--- config.mk ---
export PLATFORM = sky130hd
export DESIGN_NAME = lsu_mem_ctrl
export DESIGN_NICKNAME = d
export VERILOG_FILES = /design/src/rtl/lsu_mem_ctrl.sv
export SDC_FILE = /design/constraint.sdc
export NUM_CORES = 1
export LEC_CHECK = 0
export CORE_MARGIN = 3
export CORE_UTILIZATION = 26
export CTS_BUF_LIST = sky130_fd_sc_hd__clkbuf_2 sky130_fd_sc_hd__clkbuf_4 sky130_fd_sc_hd__clkbuf_8
export CTS_CLUSTER_SIZE = 8
export DETAILED_ROUTE_END_ITERATION = 8
export PLACE_DENSITY = 0.57
export REMOVE_ABC_BUFFERS = 1
export SLEW_MARGIN = 10
export SYNTH_ARGS = -nofsm -noshare
export SYNTH_HDL_FRONTEND = slang
export SYNTH_SLANG_ARGS = --single-unit
--- constraint.sdc ---
create_clock -name clk -period 2.1 [get_ports clk]
set_clock_uncertainty 0.1 [all_clocks]
set_input_delay 0.42 -clock clk [delete_from_list [all_inputs] [get_ports clk]]
set_output_delay 0.42 -clock clk [all_outputs]
set_load 0.1 [all_outputs]
--- src/rtl/lsu_mem_ctrl.sv ---
// lsu_mem_ctrl: load/store initiator between the MEM stage and a word-organised
// data memory. It takes one byte/half/word request at a time. Sub-word stores
// are done as read-modify-write. Load data comes back sign- or zero-extended
// with a one-cycle response pulse.
//
// Optional feature: define LSU_BOUNDS_CHECK_EN to reject any request whose
// address bits above the memory range are nonzero (resp_err, no access).
// Without it, those upper address bits are ignored and addresses wrap.
//
// Ports:
//   clk, rst        clock; synchronous active-high reset
//   req_valid/ready request handshake (ready only in IDLE, not in reset)
//   req_we          1 = store, 0 = load
//   req_size        00 byte, 01 half, 10 word, 11 reserved (error)
//   req_unsigned    loads: 1 = zero-extend, 0 = sign-extend
//   req_addr        byte address
//   req_wdata       right-justified store data
//   resp_valid      one-cycle completion pulse
//   resp_rdata      extended load data (0 for stores and errors)
//   resp_err        misaligned/out-of-range request; no memory access done
//   dm_we           memory write enable
//   mem_addr        memory word address
//   mem_wd          memory write data
//   mem_rd          memory read data, combinational from mem_addr
module lsu_mem_ctrl #(
  parameter int unsigned ADDR_W = 8
) (
  input  logic              clk,
  input  logic              rst,
  input  logic              req_valid,
  output logic              req_ready,
  input  logic              req_we,
  input  logic [1:0]        req_size,
  input  logic              req_unsigned,
  input  logic [31:0]       req_addr,
  input  logic [31:0]       req_wdata,
  output logic              resp_valid,
  output logic [31:0]       resp_rdata,
  output logic              resp_err,
  output logic              dm_we,
  output logic [ADDR_W-1:0] mem_addr,
  output logic [31:0]       mem_wd,
  input  logic [31:0]       mem_rd
);

  typedef enum logic [1:0] {IDLE, RD, WR, RESP} state_t;

  state_t              state_q;
  logic                we_q;
  logic                uns_q;
  logic [1:0]          size_q;
  logic [1:0]          off_q;
  logic [15:0]         wdata_q;
  logic [ADDR_W-1:0]   mem_addr_q;
  logic [31:0]         mem_wd_q;
  logic                resp_valid_q;
  logic                resp_err_q;
  logic [31:0]         resp_rdata_q;

  logic                misaligned;
  logic                out_of_range;
  logic                req_err;
  logic [7:0]          rd_byte;
  logic [15:0]         rd_half;
  logic [31:0]         ld_ext;
  logic [31:0]         lane_mask;
  logic [31:0]         st_merged;

  assign req_ready  = (state_q == IDLE) & ~rst;
  assign dm_we      = (state_q == WR) & ~rst;
  assign mem_addr   = mem_addr_q;
  assign mem_wd     = mem_wd_q;
  assign resp_valid = resp_valid_q;
  assign resp_err   = resp_err_q;
  assign resp_rdata = resp_rdata_q;

  always_comb begin
    misaligned = 1'b0;
    case (req_size)
      2'b00:   misaligned = 1'b0;
      2'b01:   misaligned = req_addr[0];
      2'b10:   misaligned = |req_addr[1:0];
      default: misaligned = 1'b1;
    endcase
  end

`ifdef LSU_BOUNDS_CHECK_EN
  assign out_of_range = |(req_addr >> (ADDR_W + 2));
`else
  logic unused_upper_addr;
  assign unused_upper_addr = ^(req_addr >> (ADDR_W + 2));
  assign out_of_range      = 1'b0;
`endif

  assign req_err = misaligned | out_of_range;

  // Lane selection and extension work straight off mem_rd at the end of RD.
  // The registered result takes the place of a separate read buffer.
  always_comb begin
    rd_byte = '0;
    case (off_q)
      2'd0:    rd_byte = mem_rd[7:0];
      2'd1:    rd_byte = mem_rd[15:8];
      2'd2:    rd_byte = mem_rd[23:16];
      default: rd_byte = mem_rd[31:24];
    endcase
    rd_half = off_q[1] ? mem_rd[31:16] : mem_rd[15:0];
    ld_ext  = mem_rd;
    case (size_q)
      2'b00:   ld_ext = uns_q ? {24'h0, rd_byte} : {{24{rd_byte[7]}}, rd_byte};
      2'b01:   ld_ext = uns_q ? {16'h0, rd_half} : {{16{rd_half[15]}}, rd_half};
      default: ld_ext = mem_rd;
    endcase
  end

  // Read-modify-write merge: replace the addressed lane of the current word.
  always_comb begin
    lane_mask = (size_q == 2'b00) ? 32'h0000_00FF : 32'h0000_FFFF;
    st_merged = (mem_rd & ~(lane_mask << {off_q, 3'b000}))
              | (({16'h0, wdata_q} & lane_mask) << {off_q, 3'b000});
  end

  always_ff @(posedge clk) begin
    if (rst) begin
      state_q      <= IDLE;
      we_q         <= 1'b0;
      uns_q        <= 1'b0;
      size_q       <= '0;
      off_q        <= '0;
      wdata_q      <= '0;
      mem_addr_q   <= '0;
      mem_wd_q     <= '0;
      resp_valid_q <= 1'b0;
      resp_err_q   <= 1'b0;
      resp_rdata_q <= '0;
    end else begin
      case (state_q)
        IDLE: begin
          resp_valid_q <= 1'b0;
          resp_err_q   <= 1'b0;
          resp_rdata_q <= '0;
          if (req_valid) begin
            we_q    <= req_we;
            uns_q   <= req_unsigned;
            size_q  <= req_size;
            off_q   <= req_addr[1:0];
            wdata_q <= req_wdata[15:0];
            if (req_err) begin
              state_q      <= RESP;
              resp_valid_q <= 1'b1;
              resp_err_q   <= 1'b1;
            end else begin
              mem_addr_q <= req_addr[ADDR_W+1:2];
              if (req_we && (req_size == 2'b10)) begin
                mem_wd_q <= req_wdata;
                state_q  <= WR;
              end else begin
                state_q  <= RD;
              end
            end
          end
        end
        RD: begin
          if (we_q) begin
            mem_wd_q <= st_merged;
            state_q  <= WR;
          end else begin
            resp_rdata_q <= ld_ext;
            resp_valid_q <= 1'b1;
            state_q      <= RESP;
          end
        end
        WR: begin
          resp_valid_q <= 1'b1;
          state_q      <= RESP;
        end
        default: begin
          resp_valid_q <= 1'b0;
          resp_err_q   <= 1'b0;
          resp_rdata_q <= '0;
          state_q      <= IDLE;
        end
      endcase
    end
  end

endmodule
After elaboration in Yosys (flattened, before gate mapping):

Cells that the tools add are included.

* bits in registers: 98
* bits of input ports: 103
* output and inout bits: 76
* logic and storage cells: 70

* equal/unequal tests: 12
* shift operators: 2
* muxes and demuxes: 24
* bitwise operators: 9
* reductions and logical operators: 12

Operator list (number)
* 2-to-1 mux 32 bit: 7
* one-hot mux 32 bit (2 select lines): 3
* << shifter 16 x 5 -> 32 bit: 2
* bitwise AND 32 bit: 1
* 2-to-1 mux 16 bit: 2
* NOT 32 bit: 1
* OR 32 bit: 1
* one-hot mux 8 bit (3 select lines): 1
* bitwise AND 16 bit: 1
* equality test 2 x 1 -> 1 bit (second input constant): 4
* logical NOT 2 bit: 4
* != test 2 bit (second input constant): 4
* equality test 2 bit (second input constant): 3
* 2-to-1 mux 2 bit: 3
* one-hot mux 1 bit (3 select lines): 2
* one-hot mux 2 bit (3 select lines): 1
* AND reduction 5 bit: 1
* 2-to-1 mux 1 bit: 4
* AND reduction 2 bit: 2
* OR reduction 2 bit: 2
* NOT 1 bit: 3
* AND reduction 3 bit: 1
* bitwise AND 1 bit: 2
* != test 2 x 1 -> 1 bit (second input constant): 1
* other kinds (3): 3

Depth between registers and ports, before layout:

* word-level depth: 8
* mapped depth: 8
* gate-level depth less buffers: 6

Least setup slack after synthesis:

No wires, ideal clock.

* path kind: input to output
* start: input port rst
* end: output port dm_we
* data arrival time: 2.157 ns
* data required time: 1.580 ns
* slack: -0.577 ns
* stages on the path: 3
* path buffers: 2
* cells stage by stage: clkbuf_1 clkbuf_1 nor2b_1

* longest elaborated chain between the ends: 2

Ends and longest elaborated chain
* start, declared: line 29 `input logic rst,`
* NOT 1 bit: line 70 `assign dm_we = (state_q == WR) & ~rst;`
* bitwise AND 1 bit: line 70
* end, declared: line 40 `output logic dm_we,`

Every way passes these cells.

Final worst setup path:

* start: register state_q[1]
* end: output port req_ready

* longest elaborated chain between the ends: 2

Ends and longest elaborated chain
* start, declared: line 48 `state_t state_q;`
* start signal, assigned: line 125 `state_q <= IDLE;`
* start signal, assigned: line 149 `state_q <= RESP;`
* start signal, assigned: line 156 `state_q <= WR;`
* logical NOT 2 bit: line 69 `assign req_ready = (state_q == IDLE) & ~rst;`
* bitwise AND 1 bit: line 69
* end, declared: line 31 `output logic req_ready,`

Every way passes these cells.

==> impl_results.md <==
* DIE AREA at 20800 sq um
* Cell depth of the worst hold path at 2
* Startpoint of the most critical hold path: resp_rdata[10]$_SDFFE_PP0P_
* Hold EP: resp_rdata[10]$_SDFFE_PP0P_
* Global-route total usage across every layer at 0.170
* IO buf count at 156
* Final count of pins violating max slew at 0
* Sum of buffers and inverters on the critical path at 2
* Primary FF master, synth: dfxtp_1
* Cell row count at 49
* Length of the first detailed-routing pass in iterations at 5
* FF+latch count, synth at 98
* Final standard cell area without fillers at 7170 sq um
* Count of maximum capacitance violations at 0
* Required time of the critical path at 1.58 ns
* Register clock-pin slew on the reported worst setup and hold paths at 0.12 ns
* Count of unique library cells instantiated by Yosys at 46
* Latest clock arrival within the worst-skew pair at 0.40 ns
* Number of top-level design ports at 179
* Maximum fanout count along the critical path at 8
* Die extent in x at 144 um
* Worst hold slack at 0.357 ns
* Detailed-route wire length at 18.2 mm
* Transition time at the pin with the least slew margin at 0.535 ns
* Number of buffers created by CTS at 9
* Via count of the first global-routing pass at 4752
* Largest delay share family, worst path: flip-flops
* Arrival time at the worst endpoint at 1.49 ns
* Share of synthesized flip-flops with an asynchronous set or reset at 0
* Worst ir drop on vdd at 0.000939 V
* Clock tree from TritonCTS: yes
* Net total in the final layout at 877
* Area of the mapped netlist at 4960 sq um
* Maximum number of pins on one net before global-route repair at 60
* Setup slack of the most critical reg-to-reg path at 0.15 ns
* Total half-perimeter wirelength after legalization and detailed placement at 13.6 mm
* Number of synthesis warnings at 0
* Crit path largest cell delay at 0.34 ns
* Inserted Diodes at 0
* Iteration-0 DRC count of the detailed router at 329
* EDFF count, synth at 0
* Initial antenna violation count at 1
* Critical register-to-register path startpoint: state_q[1]$_SDFFE_PP0P_
* Chain of cells forming the critical path: inv_1, ha_2, nor2b_2, buf_12
* Fmax at 0.498 GHz
* Most common cell after layout, fill and taps aside: buf_4
* Die height at 144 um
* Wire length of the first global-routing pass at 27.4 mm
* Max-slew headroom at 0.643
* R2r endpoint: resp_rdata[16]$_SDFFE_PP0P_
* Number of sinks driven by the clock tree at 98
* Endpoints failing setup at 0
* Number of antenna-violating nets in the routed design at 0
* Final critical path time including I/O delays and setup at 2.01 ns
* Routability Congestion at 0.812
* Placed Area at 6880 sq um
* Cell count of the worst reg-to-reg path at 7
* Final hold violation count at 0
* Sort of element at the start of the critical path: register
* Post-CTS Setup Bufs at 0
* Placement-stage worst setup slack at -0.209 ns
* Wire per inst at 18.1 um
* Starting utilization of the core area at 0.271
* GR Overflow Total at 0
* Unrepaired setup endpoints after global routing: no
* Share of layout cells above drive strength 1 at 0.213
* Status: finished, final reports clean
* Category of the worst setup path capture point: primary output
* Post-detailed-route via-to-cell ratio at 5.01
* Launching element of the worst setup path: state_q[1]$_SDFFE_PP0P_
* Placeable Area at 18300 sq um
* Util after Layout at 0.391
* DR vias at 5027
* Mean instance size in the synthesized netlist at 8.27 sq um
* Critical path class: reg -> out
* Most used cells in the layout excluding fill and tap cells: 114 x buf_4, 97 x dfxtp_1, 84 x nand2_1
* Static Leak at 2.76 nW
* Maximum buffer depth of the clock tree at 2
* Path class of the lowest-slack min-delay path: reg -> reg
* Power density of the placed cells at 1540 nW/um^2
* Power, Total at 11.0 mW
* Cells after Synth at 600
* Cell with the largest stage delay on the worst path: dfxtp_1
* Clock Tree Root: clkbuf_8
* Residual DRC at 0
* Synth-to-layout area growth at 44.6%
* Tcrit/Tclk final at 0.957
* Post-route worst setup slack at 0.0901 ns
* Sequential element share of the synthesized area at 0.396
* Maximum level of the CTS H-tree at 3
## state kept, by name, indices dropped and copies added, names as in the netlist
signal / cells
size_q: 2
resp_err: 1
state_q: 2
mem_addr: 8
uns_q: 1
resp_rdata: 32
wdata_q: 16
resp_valid: 1
off_q: 2
we_q: 1
mem_wd: 32
## where the power goes
part	internal, mW	total [mW]	switching, mW
combinational	2.03	6.83	4.79
clock	0.866	1.59	0.728
sequential	2.32	2.62	0.303
total	5.22	11.0	5.82
## area by class of cell
cell class / instances / area (sq um)
fill: 1893 / 11200
inverter: 15 / 56.3
sequential: 98 / 1960
timing repair buffer: 205 / 1850
clock buffer: 11 / 151
multi-input combinational: 441 / 2760
tap: 229 / 287
clock inverter: 5 / 108
## synthesized netlist by cell type, types with 7 or more instances
cell type / number / area share
dfxtp_1: 98 / 0.40
nand2_1: 84 / 0.064
o21ai_0: 63 / 0.064
a21oi_1: 61 / 0.062
clkbuf_1: 29 / 0.022
nor2_1: 28 / 0.021
mux2i_1: 27 / 0.054
nand2b_1: 25 / 0.032
a221o_1: 24 / 0.048
a311oi_1: 16 / 0.028
inv_1: 15 / 0.011
buf_2: 11 / 0.011
nor2b_1: 11 / 0.014
a32o_1: 9 / 0.018
o211ai_1: 9 / 0.014
a31oi_1: 8 / 0.010
nor4b_1: 8 / 0.014
or2_2: 8 / 0.010
or3_1: 8 / 0.010
a311o_1: 7 / 0.014
## metal layers
| metal | GRT usage | up-vias | routed length, um |
|---|---|---|---|
| met2 | 0.276 | 173 | 8340 |
| li1 | - | 2532 | - |
| met1 | 0.228 | 2306 | 8300 |
| met5 | 0 | - | 18 |
| met4 | 0.0297 | 2 | 146 |
| met3 | 0.0503 | 14 | 1380 |
## cells by family (layout without fill, tap and decap cells)
group           Yosys count  count (layout)  share of synthesized area
mux                      27              27                     0.0545
simple gates            191             191                      0.193
flops                    98              98                      0.396
buf+inv                  61             236                     0.0535
fa+ha+maj                 4               4                     0.0101
compound gates          219             219                      0.294
## through the flow
step	TNS, ns	instances
after CTS	0	1004
after detailed placement	-6.50	988
after floorplan	-53.80	554
after global routing	0	1004
final	0	1004
after global placement	-6.06	988
## worst max-delay path by stage
stage                                  end  slack (ns)  depth (start not counted)
2_1_floorplan  resp_rdata[16]$_SDFFE_PP0P_       -1.08                          6
3_3_place_gp       mem_wd[23]$_SDFFE_PP0P_       -0.20                          6
3_5_place_dp       mem_wd[22]$_SDFFE_PP0P_       -0.21                          6
4_1_cts                          req_ready       0.004                          4
5_1_grt                          req_ready        0.01                          4
6_report                         req_ready        0.09                          4
## worst reg2reg max path, stage by stage (launching register included)
cell       delay [ns]
dfxtp_1          0.34
inv_1            0.09
ha_2             0.22
nand2b_2         0.12
or3_4            0.38
a2111oi_4        0.30
buf_4            0.23
a221o_1          0.12
## what timing repair did
item / 4_1_cts / 5_1_grt
resized for setup: 3 / 8
hold buffers: 0 / 0
gates cloned: 0 / 0
pin swaps: 0 / 1
endpoints found under the setup margin: 2 / 31
Power figures use the tool's default switching activity.
